## config.mk

```make
export PLATFORM = sky130hd
export DESIGN_NAME = carry_skip_adder_pipe_flat
export DESIGN_NICKNAME = d
export VERILOG_FILES = /design/src/rtl/carry_skip_adder_pipe_if.sv /design/src/rtl/carry_skip_adder_pipe.sv /design/src/flat_wrapper.sv
export SDC_FILE = /design/constraint.sdc
export NUM_CORES = 1
export LEC_CHECK = 0
export ABC_CLOCK_PERIOD_IN_PS = 7500
export BUFFER_PORTS_ARGS = -buffer_cell sky130_fd_sc_hd__buf_2
export CORE_UTILIZATION = 44
export DETAILED_ROUTE_END_ITERATION = 6
export PLACE_DENSITY = 0.62
export SYNTH_ARGS = -nofsm -noshare
export SYNTH_HDL_FRONTEND = slang
export SYNTH_SLANG_ARGS = --single-unit
```

## constraint.sdc

```tcl
create_clock -name clk -period 7.5 [get_ports clk]
set_clock_uncertainty 0.1 [all_clocks]
set_input_delay 0 -clock clk [delete_from_list [all_inputs] [get_ports clk]]
set_output_delay 0 -clock clk [all_outputs]
set_load 0.02 [all_outputs]
```

## src/rtl/carry_skip_adder_pipe_if.sv

```systemverilog
// Purpose : operand/result stream bundle for carry_skip_adder_pipe.
// Ports   : in_valid/in_ready/a/b/cin/sub (operand beat), out_valid/out_ready/
//           sum/cout/ovf (result beat). master = producer/consumer side, slave = adder.
interface carry_skip_adder_pipe_if #(
  parameter int WIDTH = 32
);
  logic             in_valid;
  logic             in_ready;
  logic [WIDTH-1:0] a;
  logic [WIDTH-1:0] b;
  logic             cin;
  logic             sub;
  logic             out_valid;
  logic             out_ready;
  logic [WIDTH-1:0] sum;
  logic             cout;
  logic             ovf;

  modport master (
    output in_valid, a, b, cin, sub, out_ready,
    input  in_ready, out_valid, sum, cout, ovf
  );

  modport slave (
    input  in_valid, a, b, cin, sub, out_ready,
    output in_ready, out_valid, sum, cout, ovf
  );
endinterface

```

## src/rtl/carry_skip_adder_pipe.sv

```systemverilog
// Purpose : pipelined carry-skip adder/subtractor (a + b_eff + c0) with signed overflow.
// Latency : NSTG = WIDTH/(BLOCK*BLOCKS_PER_STAGE) register stages, one beat per cycle.
// Backpr. : whole pipe advances only when the output slot is empty or taken; in_ready = that.
// Ports   : clk, rst_n (async, active low), bus (slave modport of carry_skip_adder_pipe_if).
// WIDTH must be a multiple of BLOCK*BLOCKS_PER_STAGE.
module carry_skip_adder_pipe #(
  parameter int WIDTH            = 32,
  parameter int BLOCK            = 4,
  parameter int BLOCKS_PER_STAGE = 2
) (
  input  logic                   clk,
  input  logic                   rst_n,
  carry_skip_adder_pipe_if.slave bus
);

  localparam int SW   = BLOCK * BLOCKS_PER_STAGE;  // bits resolved per stage
  localparam int NSTG = WIDTH / SW;

  logic adv;

  // One stage slice: ripple inside each block, and a block whose bits all
  // propagate forwards its carry-in directly (skip mux), cutting the long path.
  // Returns {carry_out, sum}.
  function automatic logic [SW:0] slice_add(input logic [SW-1:0] x,
                                            input logic [SW-1:0] y,
                                            input logic          ci);
    logic [SW-1:0] s;
    logic          c;
    logic          rc;
    logic          allp;
    logic          p;
    logic          g;
    int            idx;
    s    = '0;
    c    = ci;
    rc   = ci;
    allp = 1'b1;
    p    = 1'b0;
    g    = 1'b0;
    idx  = 0;
    for (int blk = 0; blk < BLOCKS_PER_STAGE; blk++) begin
      rc   = c;
      allp = 1'b1;
      for (int j = 0; j < BLOCK; j++) begin
        idx    = blk * BLOCK + j;
        p      = x[idx] ^ y[idx];
        g      = x[idx] & y[idx];
        s[idx] = p ^ rc;
        rc     = g | (p & rc);
        allp   = allp & p;
      end
      c = allp ? c : rc;
    end
    return {c, s};
  endfunction

  // Stage k consumes operand bits [WIDTH-1 : k*SW] and resolves the lowest SW
  // of them. Only the still-unprocessed upper operand bits and the already
  // finished lower sum bits are carried forward, so registers shrink/grow
  // along the pipe instead of every stage holding full-width copies.
  for (genvar k = 0; k < NSTG; k++) begin : stg
    localparam int HI = WIDTH - k * SW;   // operand bits entering this stage
    localparam int LO = (k + 1) * SW;     // sum bits complete after this stage

    logic [HI-1:0] a_in;
    logic [HI-1:0] b_in;
    logic          c_in;
    logic          vld_in;
    logic [SW:0]   r;
    logic [LO-1:0] s_nxt;
    logic [LO-1:0] s_q;
    logic          c_q;
    logic          vld_q;

    if (k == 0) begin : src
      // Subtraction folds into addition: a - b - cin = a + ~b + ~cin.
      assign a_in   = bus.a;
      assign b_in   = bus.sub ? ~bus.b : bus.b;
      assign c_in   = bus.sub ^ bus.cin;
      assign vld_in = bus.in_valid;
      assign s_nxt  = r[SW-1:0];
    end else begin : src
      assign a_in   = stg[k-1].ops.a_q;
      assign b_in   = stg[k-1].ops.b_q;
      assign c_in   = stg[k-1].c_q;
      assign vld_in = stg[k-1].vld_q;
      assign s_nxt  = {r[SW-1:0], stg[k-1].s_q};
    end

    assign r = slice_add(a_in[SW-1:0], b_in[SW-1:0], c_in);

    // Bubbles shift exactly like beats; nothing moves while the output is stalled.
    always_ff @(posedge clk or negedge rst_n) begin
      if (!rst_n) begin
        vld_q <= 1'b0;
        c_q   <= 1'b0;
        s_q   <= '0;
      end else if (adv) begin
        vld_q <= vld_in;
        c_q   <= r[SW];
        s_q   <= s_nxt;
      end
    end

    if (k < NSTG - 1) begin : ops
      logic [HI-SW-1:0] a_q;
      logic [HI-SW-1:0] b_q;
      always_ff @(posedge clk or negedge rst_n) begin
        if (!rst_n) begin
          a_q <= '0;
          b_q <= '0;
        end else if (adv) begin
          a_q <= a_in[HI-1:SW];
          b_q <= b_in[HI-1:SW];
        end
      end
    end else begin : fin
      // Carry into the MSB is recovered as sum ^ a ^ b at that bit, so the
      // overflow flag needs no extra tap out of the carry chain.
      logic ovf_q;
      always_ff @(posedge clk or negedge rst_n) begin
        if (!rst_n) begin
          ovf_q <= 1'b0;
        end else if (adv) begin
          ovf_q <= r[SW-1] ^ a_in[SW-1] ^ b_in[SW-1] ^ r[SW];
        end
      end
    end
  end

  assign adv           = !stg[NSTG-1].vld_q || bus.out_ready;
  assign bus.in_ready  = adv;
  assign bus.out_valid = stg[NSTG-1].vld_q;
  assign bus.sum       = stg[NSTG-1].s_q;
  assign bus.cout      = stg[NSTG-1].c_q;
  assign bus.ovf       = stg[NSTG-1].fin.ovf_q;

endmodule

```

## src/flat_wrapper.sv

```systemverilog
// flat-port wrapper written by rule: the top's interface ports become plain ports
module carry_skip_adder_pipe_flat 
#(
  parameter int WIDTH            = 32,
  parameter int BLOCK            = 4,
  parameter int BLOCKS_PER_STAGE = 2
)
  (clk, rst_n, bus_in_valid, bus_a, bus_b, bus_cin, bus_sub, bus_out_ready, bus_in_ready, bus_out_valid, bus_sum, bus_cout, bus_ovf);
  carry_skip_adder_pipe_if #(.WIDTH(WIDTH)) bus_i ();
  input  logic clk;
  input  logic rst_n;
  input wire logic [$bits(bus_i.in_valid)-1:0] bus_in_valid;
  input wire logic [$bits(bus_i.a)-1:0] bus_a;
  input wire logic [$bits(bus_i.b)-1:0] bus_b;
  input wire logic [$bits(bus_i.cin)-1:0] bus_cin;
  input wire logic [$bits(bus_i.sub)-1:0] bus_sub;
  input wire logic [$bits(bus_i.out_ready)-1:0] bus_out_ready;
  output wire logic [$bits(bus_i.in_ready)-1:0] bus_in_ready;
  output wire logic [$bits(bus_i.out_valid)-1:0] bus_out_valid;
  output wire logic [$bits(bus_i.sum)-1:0] bus_sum;
  output wire logic [$bits(bus_i.cout)-1:0] bus_cout;
  output wire logic [$bits(bus_i.ovf)-1:0] bus_ovf;
  assign bus_i.in_valid = bus_in_valid;
  assign bus_i.a = bus_a;
  assign bus_i.b = bus_b;
  assign bus_i.cin = bus_cin;
  assign bus_i.sub = bus_sub;
  assign bus_i.out_ready = bus_out_ready;
  assign bus_in_ready = bus_i.in_ready;
  assign bus_out_valid = bus_i.out_valid;
  assign bus_sum = bus_i.sum;
  assign bus_cout = bus_i.cout;
  assign bus_ovf = bus_i.ovf;
  carry_skip_adder_pipe #(.WIDTH(WIDTH), .BLOCK(BLOCK), .BLOCKS_PER_STAGE(BLOCKS_PER_STAGE)) u_core (.clk(clk), .rst_n(rst_n), .bus(bus_i));
endmodule
```

# Word level (Yosys, flattened, before mapping)
# Index checks and enable logic that the tools add are counted.
# W data, S select, Z words.
[totals]
input_bits = 70
output_inout_bits = 36
elab_cells = 219
ff_bits = 185
[op_classes]
reduce_logical = 2
muxes = 9
bitwise = 189
[op_table]
columns = ["operator", "count"]
rows = [
  ["$and A1 B1 Y1", 88],
  ["$xor A1 B1 Y1", 68],
  ["$mux W32", 1],
  ["$not A32 Y32", 1],
  ["$or A1 B1 Y1", 32],
  ["$mux W1", 8],
  ["$logic_not A1 Y1", 1],
  ["$logic_or A1 B1 Y1", 1],
]

# Logic depth before layout (Yosys ltp)
[logic_depth]
word_depth = 21
depth_mapped = 17
depth_no_buf = 17

# Worst setup path before layout
# OpenSTA, ideal clock, no wires.
[synth_path]
path_type = "reg2reg"
startpoint = "register u_core.stg[2].ops.b_q[0]"
endpoint = "register u_core.stg[3].fin.ovf_q, in the netlist u_core.bus.ovf"
synth_period_minus_slack_ns = 4.752
path_buffers = 0
required_time_ns = 7.274
setup_time_ns = 0.126
path_slack_ns = 2.748
t_arrival_ns = 4.526
stages_incl_launch_ff = 18
cell_sequence = "dfrtp_1 > inv_1 > fa_1 > inv_1 > fa_1 > fa_1 > fa_1 > mux2i_1 > inv_1 > fa_1 > fa_1 > fa_1 > inv_1 > fa_1 > xnor2_1 > xnor2_1 > xnor2_1 > a21oi_1"
[synth_between]
elab_chain_cells = 20
elab_cells_between_ends = 27
classes_between = "mux: 2; bitwise: 25"
[synth_rtl]
columns = ["element", "line", "source"]
rows = [
  ["start, declared", "carry_skip_adder_pipe.sv:107", "logic [HI-SW-1:0] b_q;"],
  ["start signal, assigned", "carry_skip_adder_pipe.sv:114", "b_q <= b_in[HI-1:SW];"],
  ["$xor A1 B1 Y1", "carry_skip_adder_pipe.sv:46", "p = x[idx] ^ y[idx];"],
  ["$and A1 B1 Y1", "carry_skip_adder_pipe.sv:49", "rc = g | (p & rc);"],
  ["$or A1 B1 Y1", "carry_skip_adder_pipe.sv:49", ""],
  ["$and A1 B1 Y1", "carry_skip_adder_pipe.sv:49", ""],
  ["$or A1 B1 Y1", "carry_skip_adder_pipe.sv:49", ""],
  ["$and A1 B1 Y1", "carry_skip_adder_pipe.sv:49", ""],
  ["$or A1 B1 Y1", "carry_skip_adder_pipe.sv:49", ""],
  ["$and A1 B1 Y1", "carry_skip_adder_pipe.sv:49", ""],
  ["[... 4 more ...]", "-", ""],
  ["$and A1 B1 Y1", "carry_skip_adder_pipe.sv:49", ""],
  ["$or A1 B1 Y1", "carry_skip_adder_pipe.sv:49", ""],
  ["$and A1 B1 Y1", "carry_skip_adder_pipe.sv:49", ""],
  ["$or A1 B1 Y1", "carry_skip_adder_pipe.sv:49", ""],
  ["$xor A1 B1 Y1 or $and A1 B1 Y1 (tied branches)", "carry_skip_adder_pipe.sv:48, carry_skip_adder_pipe.sv:49", ""],
  ["$xor A1 B1 Y1 or $or A1 B1 Y1 (tied branches)", "carry_skip_adder_pipe.sv:125, carry_skip_adder_pipe.sv:49", ""],
  ["$xor A1 B1 Y1 or $mux W1 (tied branches)", "carry_skip_adder_pipe.sv:125, carry_skip_adder_pipe.sv:52", ""],
  ["$xor A1 B1 Y1 (*)", "carry_skip_adder_pipe.sv:125", "ovf_q <= r[SW-1] ^ a_in[SW-1] ^ b_in[SW-1] ^ r[SW];"],
  ["end signal, assigned", "carry_skip_adder_pipe.sv:125", ""],
  ["end, declared", "carry_skip_adder_pipe.sv:120", "logic ovf_q;"],
]
# Every way passes the cells marked *; elsewhere a longest branch is shown, timed or not.
# A chain may end at the register's enable or synchronous reset.

# Worst setup path after layout
# Ends and elaborated chain as after synthesis.

==> impl_table.tex <==
\begin{tabular}{lr}
\hline
Metric & Value \\
\hline
\multicolumn{2}{l}{\textbf{Power}} \\
\quad Pwr/cell area & 390 mW/mm² \\
\quad Leakage power & 4.64 nW \\
\quad Internal portion of total power & 2.62 mW \\
\quad Clock power share & 21.3\% \\
\quad IR Drop Worst-Case VDD & 172 µV \\
\quad Switching part of the total & 34.8\% \\
\quad Part of the power in combinational logic & 35.9\% \\
\quad Switching pwr & 1.40 mW \\
\quad Seq pwr share & 42.8\% \\
\multicolumn{2}{l}{\textbf{Clock network}} \\
\quad Insertion delay of the later-clocked pin in the worst-skew pair & 440 ps \\
\quad Number of clock sinks & 185 \\
\quad Post-cts repair resize count & 0 \\
\quad H-tree Lvls & 4 \\
\quad Clock tree root driver cell & sky130\_fd\_sc\_hd\_\_clkbuf\_16 \\
\quad Total CTS buffers & 17 \\
\quad Maximum buffer depth of the clock tree & 2 \\
\quad Clock tree from TritonCTS & yes \\
\quad Clock transition at the registers of the reported paths & 70 ps \\
\multicolumn{2}{l}{\textbf{Routing}} \\
\quad Vias per cell & 4.82 \\
\quad Top layer in use & met4 \\
\quad DRC violations left & 1 \\
\quad First-pass detailed-route iteration total & 7 \\
\quad Sum of met3 wire segment lengths after detailed routing & 486 µm \\
\quad Total met2 wirelength after detailed routing & 7.13 mm \\
\quad Number of vias after detailed routing & 4905 \\
\quad Routed metal-1 wirelength & 6.63 mm \\
\quad Total length of routed wires & 14.5 mm \\
\quad Number of antenna-violating nets in the routed design & 0 \\
\quad Routed length per placed instance & 14.3 µm \\
\quad Iter 0 DRT Violations & 156 \\
\multicolumn{2}{l}{\textbf{Yosys}} \\
\quad Synth top area cells & sky130\_fd\_sc\_hd\_\_dfrtp\_1, sky130\_fd\_sc\_hd\_\_mux2\_1, sky130\_fd\_sc\_hd\_\_fa\_1 \\
\quad Fraction of the yosys area taken by sequential cells & 55.4\% \\
\quad Cell taking the most area after synthesis & sky130\_fd\_sc\_hd\_\_dfrtp\_1 \\
\quad Synth async-reset ratio & 100\% \\
\quad Synthesized cell area & 0.00836 mm² \\
\quad Library cell with the highest instance count after synthesis & sky130\_fd\_sc\_hd\_\_dfrtp\_1 \\
\quad Mean post-synth cell area & 13.8 µm² \\
\quad Number of register bits inferred by synthesis & 185 \\
\quad Synth top area share & 55.4\% \\
\quad Synthesized Nets & 741 \\
\quad Synth unique cells & 21 \\
\quad Gate count after technology mapping & 607 \\
\quad Dominant synthesized flop cell & sky130\_fd\_sc\_hd\_\_dfrtp\_1 \\
\quad Cell types with the highest counts after synthesis & sky130\_fd\_sc\_hd\_\_dfrtp\_1, sky130\_fd\_sc\_hd\_\_mux2\_1, sky130\_fd\_sc\_hd\_\_inv\_1, sky130\_fd\_sc\_hd\_\_a21oi\_1, sky130\_fd\_sc\_hd\_\_nor2\_1 \\
\quad Count of flip-flops with a built-in enable after synthesis & 0 \\
\quad Yosys Warn Count & 0 \\
\multicolumn{2}{l}{\textbf{Critical path}} \\
\quad Critical path class & reg2reg \\
\quad Critical path, cell by cell & inv\_1, fa\_1, inv\_1, fa\_1, fa\_1, fa\_1, mux2i\_1, inv\_1, fa\_1, fa\_1, fa\_1, inv\_1, fa\_1, xnor2\_1, xnor2\_1, xnor2\_1, a21oi\_1 \\
\quad Worst Reg-to-Reg Cells & 17 \\
\quad Buffering stage count on the worst path with inverters included & 4 \\
\quad Endpoint of the lowest-slack register-to-register path & u\_core.bus.ovf\$\_DFFE\_PN0P\_ \\
\quad Delay-heaviest family, CP & adder cells \\
\quad Most frequent cell on the critical path & sky130\_fd\_sc\_hd\_\_fa\_1 \\
\quad Critical Path Sink Type & flip-flop \\
\quad Worst Setup SP & u\_core.stg[2].ops.b\_q[0]\$\_DFFE\_PN0P\_ \\
\quad Critical Path Start Type & flip-flop \\
\quad Critical Path Sink & u\_core.bus.ovf\$\_DFFE\_PN0P\_ \\
\quad Worst-case register-to-register setup slack & 2410 ps \\
\quad Arrival time at the worst endpoint & 5270 ps \\
\quad Launch point of the worst reg-to-reg path & u\_core.stg[2].ops.b\_q[0]\$\_DFFE\_PN0P\_ \\
\quad Max Fanout on Critical Path & 2 \\
\quad Crit-path slowest cell & sky130\_fd\_sc\_hd\_\_fa\_1 \\
\quad Peak per-stage delay on the critical path & 460 ps \\
\quad Worst endpoint required time & 7680 ps \\
\quad Worst path depth & 17 \\
\multicolumn{2}{l}{\textbf{Floorplanning}} \\
\quad Core box area & 0.0186 mm² \\
\quad Number of I/O pins & 106 \\
\quad Die Outline Area & 0.0196 mm² \\
\quad Die boundary width & 140 µm \\
\quad Overall die height & 140 µm \\
\quad Initial cell density of the core & 44.9\% \\
\quad Site Rows & 50 \\
\multicolumn{2}{l}{\textbf{STA}} \\
\quad Hold Violations, Final & 0 \\
\quad Final critical path time including I/O delays and setup & 5090 ps \\
\quad Unrepaired setup endpoints after global routing & no \\
\quad Total Neg Setup Slack & 0 ps \\
\quad Highest clock frequency the design can meet & 197 MHz \\
\quad Setup violators final & 0 \\
\quad Post-route worst hold slack & 17.9 ps \\
\quad Number of max-slew violations in the final report & 0 \\
\quad Period utilisation layout & 67.8\% \\
\quad Slew of the pin with the lowest slew margin & 1090 ps \\
\quad Slew Limit Headroom & 27.3\% \\
\multicolumn{2}{l}{\textbf{Placed design}} \\
\quad Gp weighted congestion & 0.788 \\
\quad Port buffer count & 105 \\
\quad Placed wire-length estimate after detailed placement & 9.47 mm \\
\multicolumn{2}{l}{\textbf{Finish}} \\
\quad Total inserted antenna cells & 0 \\
\quad Share of cells above drive strength 1 & 18.2\% \\
\quad Layout area overhead & 23.2\% \\
\quad Post-layout net count & 905 \\
\multicolumn{2}{l}{\textbf{Global routing}} \\
\quad Total routing usage reported by global routing & 16.5\% \\
\quad Final global-route overflow total & 0 \\
\quad Via count of the first global-routing pass & 5289 \\
\quad Pin count of the biggest net entering global routing & 90 \\
\quad Initial antenna violation count & 0 \\
\quad Wire length of the first global-routing pass & 25.3 mm \\
\multicolumn{2}{l}{\textbf{Flow run}} \\
\quad Max\_cap viols & 0 \\
\multicolumn{2}{l}{\textbf{Status}} \\
\quad Violations in the final reports & DRC \\
\quad Status & finished with violations \\
\multicolumn{2}{l}{\textbf{Worst hold path}} \\
\quad Worst hold path type & in2reg \\
\hline
\end{tabular}
## layout make-up
cell class,count,area (µm²)
sequential,185,4630
clock buffer,19,443
inverter,37,139
fill,1573,8340
tap,234,293
multi-input combinational,355,3450
clock inverter,13,120
timing repair buffer,175,1220
## cell families (layout without fill, tap and decap cells)
kind of cell,count (synthesis),after routing,share of synthesized area [%]
compound gates,56,56,3.53
xor+xnor,36,36,3.77
fa+ha+maj,64,64,12.4
buf+inv,67,244,3.44
flops,185,185,55.4
mux,136,136,18.3
simple gates,63,63,3.13
## per-layer routing
layer  vias to the layer above  GRT usage, %
li1                       2337             -
met1                      2467          21.5
met2                        79          26.5
met3                        22          4.20
met4                         0          6.48
met5                         -             0
## stage by stage
| stage | area (µm²) | total power [mW] | util (%) | instances | setup WS (ps) |
|---|---|---|---|---|---|
| floorplan | 8360 | 2.73 | - | 607 | 2750 |
| global placement | 9080 | 3.11 | 48.7 | 920 | 2430 |
| detailed placement | 9080 | 3.18 | 48.7 | 920 | 2230 |
| CTS | 10300 | 4.08 | 55.2 | 1018 | 2340 |
| global route | 10300 | 4.36 | 55.2 | 1018 | 2130 |
| finish | 10300 | 4.02 | 55.2 | 1018 | 2410 |
## power groups by stage
stage | logic [mW] | clock network, mW | registers, mW
after floorplan | 0.947 | 0 | 1.79
after global placement | 1.39 | 0 | 1.72
after detailed placement | 1.43 | 0 | 1.74
after CTS | 1.48 | 0.881 | 1.72
after global routing | 1.65 | 0.925 | 1.79
final | 1.44 | 0.855 | 1.72
## state kept, by name, summed over array words and instances, names as in the netlist, 3 cells and up
signal,flops
u_core.stg.ops.b_q,48
u_core.bus.sum,32
u_core.stg.s_q,48
u_core.stg.vld_q,3
u_core.stg.ops.a_q,48
u_core.stg.c_q,3
## cells in the final DEF, fill, tap and decap left out, drive strengths merged, types with 8 or more instances in the layout
master         n
xor2          10
dfrtp        185
nand2         17
fa            32
mux2         134
nand4          8
ha            32
clkbuf        19
a21oi         36
buf          109
xnor2         26
o21ai         16
inv           39
nor2          36
dlygate4sd3   66
## worst min-delay path by stage
stage | cells after the start | end | slack (ps) | startpoint
final | 5 | u_core.stg[0].s_q[1]$_DFFE_PN0P_ | 20 | bus_b[1]
after global routing | 5 | u_core.stg[0].s_q[1]$_DFFE_PN0P_ | 50 | bus_b[1]
after CTS | 5 | u_core.stg[0].s_q[1]$_DFFE_PN0P_ | 10 | bus_b[1]
after detailed placement | 1 | u_core.stg[0].ops.a_q[22]$_DFFE_PN0P_ | -110 | rst_n
after global placement | 1 | u_core.stg[1].ops.a_q[14]$_DFFE_PN0P_ | -120 | rst_n
after floorplan | 0 | u_core.bus.cout$_DFFE_PN0P_ | -400 | rst_n
## worst min-delay path: stages
cell	delay (ps)
sky130_fd_sc_hd__buf_2	100
sky130_fd_sc_hd__xor2_1	80
sky130_fd_sc_hd__inv_1	80
sky130_fd_sc_hd__fa_1	180
sky130_fd_sc_hd__a21oi_1	60
## repair_timing
| action | in CTS | in global routing |
|---|---|---|
| endpoints found under the hold margin | 110 | 0 |
| buffers inserted | 0 | 0 |
| hold buffers | 66 | 0 |
Power figures use the tool's default switching activity.
